`src/rtl/inst_fetch.sv`:
```
// inst_fetch: instruction fetch unit feeding inst_decode.
// Keeps the fetch PC and issues pipelined word reads over a request/grant bus
// with in-order responses. Responses are buffered in a small FIFO that is
// presented to decode. Jumps from EX redirect the PC, and responses that were
// already in flight at the time of the jump are discarded.
// Optional feature: define INST_FETCH_BYPASS_EN to let a response go straight
// to decode in the cycle it arrives when the FIFO is empty.

module inst_fetch #(
  parameter logic [31:0] RESET_PC   = 32'h0000_0000,
  parameter int unsigned FIFO_DEPTH = 2
) (
  input  logic        clk_i,
  input  logic        rst_n_i,
  output logic        imem_req_o,
  output logic [31:0] imem_addr_o,
  input  logic        imem_gnt_i,
  input  logic        imem_rvalid_i,
  input  logic [31:0] imem_rdata_i,
  input  logic        jump_flag_i,
  input  logic [31:0] jump_addr_i,
  input  logic        hold_i,
  output logic [31:0] inst_o,
  output logic [31:0] inst_addr_o,
  output logic        inst_valid_o
);

  localparam int unsigned   PTR_W     = $clog2(FIFO_DEPTH);
  localparam int unsigned   CNT_W     = PTR_W + 1;
  localparam logic [31:0]   NOP       = 32'h0000_0013;
  localparam logic [CNT_W:0] DEPTH_LIM = (CNT_W + 1)'(FIFO_DEPTH);

  logic [31:0]      fetch_pc_q, fetch_pc_d;
  logic [31:0]      resp_pc_q, resp_pc_d;
  logic [CNT_W-1:0] out_cnt_q, out_cnt_d;
  logic [CNT_W-1:0] stale_cnt_q, stale_cnt_d;
  logic [CNT_W-1:0] fifo_cnt_q, fifo_cnt_d;
  logic [PTR_W-1:0] rd_ptr_q, rd_ptr_d;
  logic [PTR_W-1:0] wr_ptr_q, wr_ptr_d;
  logic [31:0]      fifo_addr_q [FIFO_DEPTH];
  logic [31:0]      fifo_inst_q [FIFO_DEPTH];

  logic        fifo_empty;
  logic        grant;
  logic        rsp_acc;
  logic        rsp_live;
  logic        push;
  logic        pop;
  logic [31:0] jump_target;
  logic        unused_jump_lsbs;

  // The low two bits of the jump target are forced to zero.
  assign jump_target      = {jump_addr_i[31:2], 2'b00};
  assign unused_jump_lsbs = ^jump_addr_i[1:0];

  // Only request when every in-flight response is guaranteed a FIFO slot.
  assign imem_req_o  = rst_n_i & ~jump_flag_i &
                       (({1'b0, out_cnt_q} + {1'b0, fifo_cnt_q}) < DEPTH_LIM);
  assign imem_addr_o = fetch_pc_q;

  assign fifo_empty = (fifo_cnt_q == '0);
  assign grant      = imem_req_o & imem_gnt_i;
  // Responses with nothing outstanding belong to pre-reset requests.
  assign rsp_acc    = imem_rvalid_i & (out_cnt_q != '0);
  assign rsp_live   = rsp_acc & (stale_cnt_q == '0) & ~jump_flag_i;
  assign pop        = ~fifo_empty & ~hold_i & ~jump_flag_i;

`ifdef INST_FETCH_BYPASS_EN
  logic bypass;
  assign bypass = rsp_live & fifo_empty;
  // A bypassed word consumed by decode this cycle is not buffered.
  assign push   = rsp_live & ~(bypass & ~hold_i);
`else
  assign push   = rsp_live;
`endif

  // Present the FIFO head (or the bypassed response) to decode, NOP when idle.
  always_comb begin
    inst_valid_o = 1'b0;
    inst_o       = NOP;
    inst_addr_o  = '0;
    if (rst_n_i) begin
      if (!fifo_empty) begin
        inst_valid_o = 1'b1;
        inst_o       = fifo_inst_q[rd_ptr_q];
        inst_addr_o  = fifo_addr_q[rd_ptr_q];
      end
`ifdef INST_FETCH_BYPASS_EN
      else if (bypass) begin
        inst_valid_o = 1'b1;
        inst_o       = imem_rdata_i;
        inst_addr_o  = resp_pc_q;
      end
`endif
    end
  end

  // Next-state for PCs, counters and FIFO pointers; a jump overrides everything.
  always_comb begin
    fetch_pc_d  = fetch_pc_q;
    resp_pc_d   = resp_pc_q;
    out_cnt_d   = out_cnt_q;
    stale_cnt_d = stale_cnt_q;
    fifo_cnt_d  = fifo_cnt_q;
    rd_ptr_d    = rd_ptr_q;
    wr_ptr_d    = wr_ptr_q;
    if (jump_flag_i) begin
      fetch_pc_d  = jump_target;
      resp_pc_d   = jump_target;
      out_cnt_d   = out_cnt_q - CNT_W'(rsp_acc);
      stale_cnt_d = out_cnt_q - CNT_W'(rsp_acc);
      fifo_cnt_d  = '0;
      rd_ptr_d    = '0;
      wr_ptr_d    = '0;
    end else begin
      if (grant) begin
        fetch_pc_d = fetch_pc_q + 32'd4;
      end
      out_cnt_d = out_cnt_q + CNT_W'(grant) - CNT_W'(rsp_acc);
      if (rsp_acc && (stale_cnt_q != '0)) begin
        stale_cnt_d = stale_cnt_q - CNT_W'(1);
      end
      if (rsp_live) begin
        resp_pc_d = resp_pc_q + 32'd4;
      end
      if (push) begin
        wr_ptr_d = wr_ptr_q + PTR_W'(1);
      end
      if (pop) begin
        rd_ptr_d = rd_ptr_q + PTR_W'(1);
      end
      fifo_cnt_d = fifo_cnt_q + CNT_W'(push) - CNT_W'(pop);
    end
  end

  // Control state register with synchronous active-low reset.
  always_ff @(posedge clk_i) begin
    if (!rst_n_i) begin
      fetch_pc_q  <= RESET_PC;
      resp_pc_q   <= RESET_PC;
      out_cnt_q   <= '0;
      stale_cnt_q <= '0;
      fifo_cnt_q  <= '0;
      rd_ptr_q    <= '0;
      wr_ptr_q    <= '0;
    end else begin
      fetch_pc_q  <= fetch_pc_d;
      resp_pc_q   <= resp_pc_d;
      out_cnt_q   <= out_cnt_d;
      stale_cnt_q <= stale_cnt_d;
      fifo_cnt_q  <= fifo_cnt_d;
      rd_ptr_q    <= rd_ptr_d;
      wr_ptr_q    <= wr_ptr_d;
    end
  end

  // FIFO storage needs no reset; the count decides what is valid.
  always_ff @(posedge clk_i) begin
    if (push) begin
      fifo_addr_q[wr_ptr_q] <= resp_pc_q;
      fifo_inst_q[wr_ptr_q] <= imem_rdata_i;
    end
  end

endmodule

```
`config.mk`:
```
export PLATFORM = sky130hd
export DESIGN_NAME = inst_fetch
export DESIGN_NICKNAME = d
export VERILOG_FILES = /design/src/rtl/inst_fetch.sv
export SDC_FILE = /design/constraint.sdc
export NUM_CORES = 1
export LEC_CHECK = 0
export CAP_MARGIN = 20
export CORE_MARGIN = 8
export CORE_UTILIZATION = 54
export CTS_BUF_LIST = sky130_fd_sc_hd__clkbuf_4 sky130_fd_sc_hd__clkbuf_8
export CTS_CLUSTER_SIZE = 24
export DETAILED_ROUTE_END_ITERATION = 8
export PLACE_DENSITY = 0.91
export SLEW_MARGIN = 40
export SYNTH_ARGS = -nofsm -noshare
export SYNTH_HDL_FRONTEND = slang
export SYNTH_SLANG_ARGS = --single-unit
```
`constraint.sdc`:
```
create_clock -name clk_i -period 7.1 [get_ports clk_i]
set_clock_uncertainty 0.1 [all_clocks]
set_input_delay 1.42 -clock clk_i [delete_from_list [all_inputs] [get_ports clk_i]]
set_output_delay 1.42 -clock clk_i [all_outputs]
set_load 0.02 [all_outputs]
```
==> reports/results.ini <==
[run_status]
status = completed

[global_routing]
antenna_found_initial = 0
grt_util_met1_pct = 25.4
grt_pass1_wl_um = 31300
grt_usage_pct = 20.0
grt_max_degree = 53
grt_pass1_vias = 6105
grt.overflow.total = 0
use_met3_pct = 5.64
top_usage_layer = met2
met2_usage_pct = 32.7

[die]
die_x_um = 141
die_area_sq_mm = 0.0199
core_area_sq_mm = 0.0153
boundaryPins = 168
start_util_pct = 55.3
row_count = 45
die_h_um = 141

[cts]
hold_buffers = 0
root_buffer = clkbuf_8
cts_max_level = 4
cts_resized = 0
clk_pin_slew_ps = 90
clk_latency_ps = 450
clockBufferDepth = 2
cts_buffers = 17
cts_tree = done
clkSinkCount = 193
cts_setup_buffers = 0

[yosys]
async_flop_share_pct = 0
yosysTopAreaCell = edfxtp_1
yosysMostFrequentCell = edfxtp_1
synth_cells = 724
synth_top_cell_area_share_pct = 44.1
synthFlopType = edfxtp_1
synth_edf_count = 124
synthTopCellsByArea = edfxtp_1, dfxtp_1, mux2i_1
synth-seq-area-share_pct = 60.5
synth_area_sq_mm = 0.00844
yosysUniqueCellTypes = 56
ys_top_cells_by_count = edfxtp_1, nor2_1, dfxtp_1, mux2i_1, nand2_1
ys_ff_latch = 193
ys_warn_count = 0
postSynthAreaPerCell_sq_um = 11.7

[finish]
antenna_cells = 0
fin_nets = 958
layout-drive-gt1-share_pct = 6.95
area_growth_pct = 26.4

[critical_path]
path_cells = clkdlybuf4s50_1 -> o21ai_4 -> buf_8 -> buf_4 -> nor2_1 -> clkdlybuf4s50_1
cp-end-kind = primary output
crit_required_ps = 5580
crit_top_cell = clkdlybuf4s50_1
cp_slowest_cell = clkdlybuf4s50_1
start_kind = input pin
critPathKind = in -> out
worst-path-max-fanout = 27
arrival_ps = 3400
r2r_slack_ps = 3800
max_stage_delay_ps = 620

[sta]
rsz0062_at_grt = no
setup_ws_ps = 2180
max_slew_margin_pct = 46.6
post-route-min-period_ps = 4920
finalHoldViolCount = 0
drv_slew = 0
tns_ps = 0
timing.fmax_mhz = 203
setup_viol = 0
fin_crit_sh_pct = 69.3
tightest_slew_ps = 795

[detailed_routing]
vias = 6120
drtAntennaViolNets = 0
wl_per_cell_um = 18.2
via_per_inst = 5.55
wl_um = 20100
drtIter0Drc = 374
drc = 0
firstDrtPassIters = 5

[placed_design]
post-place-ws_ps = 2180
io_buffers = 161
gp_congestion = 0.903
dp_hpwl_um = 14600

[power]
p_leak_nw = 3.52
ir_worst_vdd_mv = 0.134
p_per_area_mw_per_mm2 = 216

[flow_run]
cap_violations = 0

[hold_path]
hp-class = reg -> reg

## critical path: cells and delay by family
kind	cells	cell delay [ps]
AO/OA/AOI/OAI	1	180
buffers and inverters	4	1630
AND/OR/NAND/NOR	1	150
## power by group
group,internal [mW],switching [mW]
Sequential,1.27,0.0527
Clock,0.296,0.368
Combinational,0.139,0.177
## registers in the layout, summed over array words and instances (netlist names), named ones only
name	flops
fifo_addr_q	60
fifo_cnt_q	2
fifo_inst_q	64
imem_addr_o	30
out_cnt_q	2
rd_ptr_q	1
resp_pc_q	30
stale_cnt_q	2
wr_ptr_q	1
## per-layer routing
metal / up-vias / routed length [um]
met1: 2904 / 8730
met2: 268 / 9430
li1: 2927 / -
met5: - / 0
met3: 21 / 1640
met4: 0 / 297
## metrics by stage
step	instances	hold WS (ps)	total power [mW]	instance area, sq um	util (%)
3_3_place_gp	1068	345	1.64	10200	67.1
3_5_place_dp	1071	361	1.66	10300	67.5
4_1_cts	1103	380	2.32	10700	69.9
5_1_grt	1103	399	2.40	10700	69.9
2_1_floorplan	727	326	1.53	8450	-
6_report	1103	378	2.30	10700	69.9
## layout make-up
cell class	count	area (sq um)
Clock inverter	12	106
Multi-Input combinational cell	474	3130
Timing Repair Buffer	172	1730
Sequential cell	193	5110
Tap cell	211	264
Clock buffer	20	263
Inverter	21	78.8
Fill cell	1096	4590
## kinds of logic (layout without fill, tap and decap cells)
logic type | count (synthesis) | count (layout) | synth area share, %
multiplexers | 65 | 65 | 7.80
flip-flops | 193 | 193 | 60.5
other | 1 | 4 | 0.0444
adder cells (fa/ha/maj) | 9 | 9 | 1.42
buffers and inverters | 60 | 225 | 2.98
AND/OR/NAND/NOR | 232 | 232 | 14.0
XOR/XNOR | 53 | 53 | 5.50
AO/OA/AOI/OAI | 111 | 111 | 7.75
## worst paths after layout
kind | start | to | cells past startpoint
worst min register to register | resp_pc_q[28] | fifo_addr_q[1][28] | 0
worst max-delay path | rst_n_i | inst_o[29] | 6
worst max register to register | out_cnt_q[0] | out_cnt_q[1] | 12
worst min-delay path | resp_pc_q[28] | fifo_addr_q[1][28] | 0
## cells in the final DEF, fill, tap and decap left out, types with 8 or more instances in the layout
cell type | Yosys | layout
xnor2_1 | 23 | 23
and2_1 | 10 | 10
ha_1 | 8 | 8
dfxtp_1 | 69 | 68
clkbuf_8 | 0 | 18
a31oi_1 | 9 | 9
nand4_1 | 22 | 22
inv_1 | 20 | 19
edfxtp_1 | 124 | 124
nand2_1 | 43 | 43
nor2_1 | 88 | 87
o21ai_0 | 29 | 29
a21oi_1 | 40 | 40
mux2i_1 | 62 | 62
nand3_1 | 26 | 26
xor2_1 | 30 | 30
clkdlybuf4s50_1 | 0 | 161
buf_4 | 4 | 8
No activity file was read; power rests on OpenSTA's default activity.
